==> src/rtl/bank_manager_pkg.sv <==
// Shared definitions for the polyphonic voice bank: command opcodes,
// the top-octave tuning table and the note-to-tuning-word conversion.
package bank_manager_pkg;

  localparam int unsigned PHASE_W_DEFAULT = 32;
  localparam int unsigned OUT_W_DEFAULT   = 24;

  typedef enum logic [1:0] {
    CMD_IDLE   = 2'b00,
    CMD_ON     = 2'b01,
    CMD_OFF    = 2'b10,
    CMD_ALLOFF = 2'b11
  } cmd_e;

  // round(2^32 * f(120+k) / 48 kHz), one entry per semitone of MIDI octave 10
  localparam logic [31:0] TW_TOP [12] = '{
    32'd749115498,  32'd793660223,  32'd840853716,  32'd890853481,
    32'd943826385,  32'd999949222,  32'd1059409297, 32'd1122405052,
    32'd1189146729, 32'd1259857073, 32'd1334772074, 32'd1414141751
  };

  function automatic logic [31:0] tw(input logic [6:0] n);
    logic [3:0] semi;
    logic [3:0] oct;
    semi = 4'(n % 7'd12);
    oct  = 4'(n / 7'd12);
    return TW_TOP[semi] >> (4'd10 - oct);
  endfunction

endpackage

==> src/rtl/bank_manager_voice_alloc.sv <==
// Combinational voice search: which busy voices hold a given note, and
// which is the lowest-index free voice.
module voice_alloc #(
  parameter int unsigned NVOICES = 10
) (
  input  logic [NVOICES-1:0] busy,
  input  logic [6:0]         notes [NVOICES],
  input  logic [6:0]         note,
  output logic [NVOICES-1:0] match_mask,
  output logic [NVOICES-1:0] free_mask,
  output logic               free_any
);

  always_comb begin
    match_mask = '0;
    free_mask  = '0;
    free_any   = 1'b0;
    for (int unsigned i = 0; i < NVOICES; i++) begin
      match_mask[i] = busy[i] && (notes[i] == note);
      if (!busy[i] && !free_any) begin
        free_mask[i] = 1'b1;
        free_any     = 1'b1;
      end
    end
  end

endmodule

==> src/rtl/bank_manager.sv <==
// Voice bank: decodes host note commands into a pool of sawtooth phase
// accumulators and streams one voice sample per enabled clock, round-robin.
module bank_manager
  import bank_manager_pkg::*;
#(
  parameter int unsigned NVOICES = 10,
  parameter int unsigned PHASE_W = PHASE_W_DEFAULT,
  parameter int unsigned OUT_W   = OUT_W_DEFAULT
) (
  input  logic                    clk,
  input  logic                    n_rst,
  input  logic                    clk_en,
  input  logic [15:0]             i_data,
  output logic signed [OUT_W-1:0] o_signal,
  output logic [3:0]              o_voice,
  output logic [NVOICES-1:0]      o_active
);

  logic [PHASE_W-1:0] phase  [NVOICES];
  logic [PHASE_W-1:0] tw_r   [NVOICES];
  logic [6:0]         note_r [NVOICES];
  logic [NVOICES-1:0] busy;
  logic [3:0]         slot;

  cmd_e               cmd;
  logic [6:0]         cmd_note;
  logic [NVOICES-1:0] match_mask;
  logic [NVOICES-1:0] free_mask;
  logic               free_any;
  logic [PHASE_W-1:0] cur_phase;
  logic               cur_busy;
  logic               unused_cmd_bits;

  assign cmd             = cmd_e'(i_data[15:14]);
  assign cmd_note        = i_data[6:0];
  assign unused_cmd_bits = ^i_data[13:7];
  assign o_active        = busy;

  voice_alloc #(
    .NVOICES(NVOICES)
  ) u_alloc (
    .busy      (busy),
    .notes     (note_r),
    .note      (cmd_note),
    .match_mask(match_mask),
    .free_mask (free_mask),
    .free_any  (free_any)
  );

  always_comb begin
    cur_phase = '0;
    cur_busy  = 1'b0;
    for (int unsigned i = 0; i < NVOICES; i++) begin
      if (slot == 4'(i)) begin
        cur_phase = phase[i];
        cur_busy  = busy[i];
      end
    end
  end

  // Command writes follow the accumulate so they win on the visited voice.
  always_ff @(posedge clk or negedge n_rst) begin
    if (!n_rst) begin
      o_signal <= '0;
      o_voice  <= '0;
      slot     <= '0;
      busy     <= '0;
      for (int unsigned i = 0; i < NVOICES; i++) begin
        phase[i]  <= '0;
        tw_r[i]   <= '0;
        note_r[i] <= '0;
      end
    end else begin
      if (clk_en) begin
        o_signal <= cur_busy ? cur_phase[PHASE_W-1 -: OUT_W] : '0;
        o_voice  <= slot;
        slot     <= (slot == 4'(NVOICES - 1)) ? '0 : slot + 4'd1;
        for (int unsigned i = 0; i < NVOICES; i++) begin
          if (slot == 4'(i) && busy[i]) begin
            phase[i] <= phase[i] + tw_r[i];
          end
        end
      end
      case (cmd)
        CMD_ON: begin
          if (|match_mask) begin
            for (int unsigned i = 0; i < NVOICES; i++) begin
              if (match_mask[i]) begin
                phase[i] <= '0;
              end
            end
          end else if (free_any) begin
            for (int unsigned i = 0; i < NVOICES; i++) begin
              if (free_mask[i]) begin
                note_r[i] <= cmd_note;
                tw_r[i]   <= PHASE_W'(tw(cmd_note));
                phase[i]  <= '0;
                busy[i]   <= 1'b1;
              end
            end
          end
        end
        CMD_OFF:    busy <= busy & ~match_mask;
        CMD_ALLOFF: busy <= '0;
        default:    ;
      endcase
    end
  end

endmodule

==> config.mk <==
export PLATFORM = sky130hd
export DESIGN_NAME = bank_manager
export DESIGN_NICKNAME = d
export VERILOG_FILES = /design/src/rtl/bank_manager_pkg.sv /design/src/rtl/bank_manager_voice_alloc.sv /design/src/rtl/bank_manager.sv
export SDC_FILE = /design/constraint.sdc
export NUM_CORES = 2
export LEC_CHECK = 0
export CORE_MARGIN = 5
export CORE_UTILIZATION = 43
export DETAILED_ROUTE_END_ITERATION = 7
export GPL_TIMING_DRIVEN = 1
export PLACE_DENSITY = 0.66
export REMOVE_ABC_BUFFERS = 1
export SYNTH_ARGS = -nofsm -noshare
export SYNTH_HDL_FRONTEND = slang
export SYNTH_SLANG_ARGS = --single-unit
==> constraint.sdc <==
create_clock -name clk -period 8.15 [get_ports clk]
set_clock_uncertainty 0.1 [all_clocks]
set_input_delay 1.63 -clock clk [delete_from_list [all_inputs] [get_ports clk]]
set_output_delay 1.63 -clock clk [all_outputs]
set_load 0.05 [all_outputs]
# Yosys cells after proc, flatten, opt, wreduce, memory -nomap -nowiden
# Memory sizes are Yosys's and may differ from the RTL's.
# Index checks and enable logic that the tools add are counted.
# totals
n_memories,1
reg_bits,752
elab_cells,256
romBits,512
# memory_table
name,depth,width,rd,rd_clocked_by_memory_dff,wr,line,rtl
(name not given),16,32,1,0,0,bank_manager_pkg.sv:27,return TW_TOP[semi] >> (4'd10 - oct);
# classes
order_cmp,1
n_eq_ne,33
n_mux,89
n_shift,1
add_sub_neg,12
reduce_logical,69
div,2
bitwise,5
# op_table
operator,n
$mux W32,42
$mux W320,4
$add A32 B32 Y32,10
$reduce_and A4 Y1,19
$eq A7 B7 Y1,10
$mux W1,38
$shr A32 B4 Y32,1
$pmux W10 S3,1
$logic_and A1 B1 Y1,29
$mux W24,1
$ne A2 B2 Y1 const B,11
$mux W10,2
$logic_not A1 Y1,17
$eq A4 B3 Y1 const B,4
$and A10 B10 Y10,1
$not A10 Y10,1
$reduce_or A10 Y1,1
$eq A4 B2 Y1 const B,2
$eq A4 B4 Y1 const B,2
$div A7 B4 Y7 const B,1
$mod A7 B4 Y7 const B,1
$ge A5 B5 Y1 const B,1
$not A4 Y5,1
$add A4 B1 Y4 const B,1
other kinds (9),11

# Logic depth before layout (Yosys ltp)
# logic_depth
depth_word,31
ltp_mapped,18
depth_no_buf,13

# Modules after synthesis
# From an unflattened synthesis, not the netlist that was laid out.
# unflattened
cells_unflattened,5369
area_unflattened_um2,46691.0
# modules_own_cells
mod,seq_area_each_um2,n_inst,area_each_um2,cells_each
bank_manager,18567.8,1,45753.9,5245
voice_alloc,0.0,1,937.1,124

# Worst setup path after synthesis
# OpenSTA, ideal clock, no wires.
# synth_timing
kind,input-to-reg
start,input i_data[6]
end,register tw_r[265] in the netlist's numbering
path_slack_ns,2.830
t_arrival_ns,5.145
n_path_buf,7
cell_stages,15
path_cell_list,buf_2 > buf_4 > buf_4 > o22ai_1 > o21a_1 > nor2_1 > inv_1 > buf_2 > buf_2 > ha_1 > clkbuf_1 > clkbuf_1 > mux4_2 > mux2_4 > o21ai_2
# synth_between
elab_chain_len,6
elab_cells_between_ends,31
# synth_rtl
element,line,rtl
from (decl),bank_manager.sv:13,"input logic [15:0] i_data,"
$mod A7 B4 Y7,bank_manager_pkg.sv:25,semi = 4'(n % 7'd12);
$not A4 Y5 (implied by the code),bank_manager_pkg.sv:27,
$mem_v2 Z16 W32,-,
$mux W32 (2 in a row),-,
$shr A32 B4 Y32,-,
"to (signal, indexed assignment)",bank_manager.sv:96,tw_r[i] <= PHASE_W'(tw(cmd_note));
to (decl),bank_manager.sv:20,logic [PHASE_W-1:0] tw_r [NVOICES];
# Parallel ways exist; a longest one is shown, timed or not. The select of a mux whose other input is x is not followed.
# A chain may end at the register's enable or synchronous reset.

# Worst setup path in the final report
# layout_timing
start,input i_data[5]
end,register tw_r[94] in the netlist's numbering
# The elaborated chain is that of the path after synthesis.

==> summary.md <==
| Metric | Value |
|---|---|
| Mapped cell area | `0.0483 sq mm` |
| Input/output buffers | `49` |
| CP Buf/Inv Count | `4` |
| Critical path class | `input port to flip-flop` |
| Number of global-route vias before repair | `39,771` |
| Dpl hpwl | `106 mm` |
| Period utilization | `76.0%` |
| Hold_buf cts | `0` |
| Ys async rst share | `100%` |
| Critical path required time | `8590 ps` |
| Crit start category | `input port` |
| Non-Filler Instances | `6,989` |
| Root buf cell | `clkbuf_16` |
| Worst-Skew Late Latency | `670 ps` |
| CTS H-tree lvls | `3` |
| CP peak stage delay | `1130 ps` |
| Commonest non-fill, non-tap cell in the layout | `nand2_1` |
| Proportion of layout cells with a drive suffix above 1 | `9.22%` |
| Flops & latches, synth | `742` |
| Post-route cell area | `0.0534 sq mm` |
| Fmax | `161 MHz` |
| Compound-Gate Fraction of Synth Area | `23.2%` |
| Global-route wire length before repair | `236 mm` |
| Via count | `42,009` |
| Seq/Total Area, Yosys | `38.5%` |
| Clock Pin Slew Worst Setup and Hold Paths | `60 ps` |
| Area share of the largest cell type after synthesis | `38.5%` |
| Final Critical Period | `6200 ps` |
| Area after DPL | `0.0503 sq mm` |
| Number of fill cells | `10,763` |
| Antenna Violating Nets Remaining | `0` |
| Largest family of logic cells by synthesized area | `compound AO/OA/AOI/OAI gates` |
| Dominant cell type by area after synthesis | `dfrtp_1` |
| Post-synth top flop | `dfrtp_1` |
| Drt drc | `0` |
| Final setup violation count | `0` |
| XOR/XNOR Fraction of Synth Area | `5.22%` |
| DIE AREA | `0.119 sq mm` |
| Maxcap violations | `0` |
| Vias per cell | `6.01` |
| Mean area per synthesized cell | `8.82 sq um` |
| PnR worst setup slack | `1950 ps` |
| Die Y-Extent | `345 microns` |
| Total Negative Setup Slacks | `0 ps` |
| P&R area growth vs syn | `10.6%` |
| Largest net degree at the start of global routing | `162` |
| RSZ-0062 raised after global routing | `false` |
| Synth area leaders | `dfrtp_1 (38%), ha_1 (8.2%), nand2_1 (6.4%)` |
| Post-synthesis cell type count | `109` |
| Tot GR Track Use | `24.9%` |
| Total CTS buffers | `86` |
| Slew @ Worst Pin | `1400 ps` |
| Longest Clk Path Bufs | `3` |
| Post-synth EDFFs | `0` |
| TritonCTS clock tree | `yes` |
| Final WL | `154 mm` |
| Synth Area in Adders | `8.60%` |
| Initial Utilization | `43.1%` |
| Slew headroom | `6.11%` |
| VDD IR max | `0.172 mV` |
| Post-synthesis mux area share | `4.53%` |
| # rows | `123` |
| Synth Area in Simple Gates | `16.7%` |
| Pre-CTS setup slack | `1470 ps` |
| Min-Delay Path Class | `flip-flop to flip-flop` |
| Crit-path cells | `clkdlybuf4s50_1 -> xor2_1 -> o22a_1 -> o21ai_1 -> nor2_2 -> inv_1 -> ha_1 -> buf_4 -> clkinv_1 -> nor2_1 -> nand4_1 -> o21ai_0` |
| Worst-path maximum fanout | `25` |
| WL/cell | `22.0 microns` |
| Crit. End Element | `flip-flop` |
| PD cells | `251 mW/mm^2` |
| Gr ovfl total | `0` |
| Postcts setup bufs | `0` |
| Slowest-stage cell, CP | `nand4_1` |
| Post-Syn Instances | `5,473` |
| Commonest non-fill, non-tap cells in the layout | `nand2_1 (817), dfrtp_1 (741), a21oi_1 (471)` |
| Nets@finish | `5,756` |
| CTS Sinks | `742` |
| Leakage power | `24.9 nW` |
| Die X | `345 microns` |
| Final RePlAce weighted congestion | `0.949` |
| WP data arrival | `6640 ps` |
| Placed Cells | `6,823` |
| DRT Pass-1 Iters | `7` |
| Yosys warnings | `0` |
| Count of final max-slew check failures | `0` |
| Io pins | `57` |
| Core ar. | `0.112 sq mm` |
| Total power | `0.0134 W` |
| Top Family by Delay on Critical Path | `simple AND/OR/NAND/NOR gates` |
| 1st-iter DRT viols | `3,913` |
| Post_cts resized | `0` |
| Antenna violations before repair | `14` |
| Outcome | `complete, no violations` |
| Final hold violations | `0` |
-- worst min-delay path, cell delays in order (launching register included) --
cell,delay [ps]
dfrtp_1,350
nand2_1,50
o21ai_0,60
-- state kept, by name, summed over array words and instances, names as in the netlist --
signal,flops
slot,4
o_voice,4
o_active,10
phase,320
o_signal,24
note_r,70
tw_r,310
-- final cells by class --
type	instances	area, sq um	share of cell area [%]
Timing Repair Buffer	149	1310	2.46
Tap cell	1500	1880	3.52
Clock buffer	115	2470	4.63
Inverter	87	329	0.616
Sequential cell	742	18600	34.8
Clock inverter	41	552	1.03
Multi-Input combinational cell	4345	28300	52.9
Antenna cell	10	25.0	0.0469
-- kinds of logic (layout without fill, tap and decap cells) --
group,after synthesis,in the layout
flops,742,742
other cells,0,10
buf+inv,386,392
simple gates,1791,1791
mux,182,182
compound gates,1758,1758
xor+xnor,288,288
fa+ha+maj,326,326
-- per-stage QoR --
| stage | utilization (%) | hold slack, ps |
|---|---|---|
| 3_3_place_gp | 44.9 | 365 |
| 4_1_cts | 47.6 | 388 |
| 2_1_floorplan | - | 354 |
| 6_report | 47.7 | 384 |
| 5_1_grt | 47.6 | 398 |
| 3_5_place_dp | 44.9 | 374 |
-- routing by layer --
layer | GRT usage [%] | share of wire, %
met5 | 0 | 0.0085
met4 | 9.16 | 4.0
met3 | 4.68 | 7.4
met2 | 39.3 | 45
met1 | 34.3 | 44
-- report_power, final --
part | switching [W] | internal, W
Combinational | 0.00298 | 0.00158
Clock | 0.00166 | 0.00249
Sequential | 0.000486 | 0.00423
-- final timing paths --
path                                 startpoint                    end  slack, ps  depth (start not counted)
max                                   i_data[5]   tw_r[94]$_DFFE_PN0P_       1950                         12
min                        tw_r[81]$_DFFE_PN0P_   tw_r[81]$_DFFE_PN0P_        380                          2
max reg2reg                  phase[0]$_DFF_PN0_    phase[30]$_DFF_PN0_       3830                         11
min reg2reg                tw_r[81]$_DFFE_PN0P_   tw_r[81]$_DFFE_PN0P_        380                          2
max in group asynchronous                 n_rst  tw_r[212]$_DFFE_PN0P_       5160                          3
min in group asynchronous                 n_rst  tw_r[118]$_DFFE_PN0P_        870                          1
-- cells in the mapped netlist, types with 22 or more instances --
master / count
o21ai_0: 422
a2111oi_0: 35
a21oi_1: 478
buf_2: 48
nor2b_1: 35
nand2_1: 823
o21bai_1: 36
nand3b_1: 23
a221oi_1: 24
a21o_1: 143
nand2b_1: 37
nor2_1: 379
xor2_1: 157
a211oi_1: 90
nand3_1: 118
inv_1: 85
o22ai_1: 66
nor3_1: 124
or3_1: 38
o21ai_1: 37
nor4_1: 29
a31oi_1: 59
mux2_2: 134
dfrtp_1: 742
ha_1: 316
xnor2_1: 131
mux2i_1: 31
o21a_1: 61
a211o_1: 22
clkbuf_1: 223
and3_1: 54
o211ai_1: 29
o31ai_1: 27
and2_1: 24
a22oi_1: 31
nand4_1: 36
Note: power is estimated with default switching activity, not from simulation.
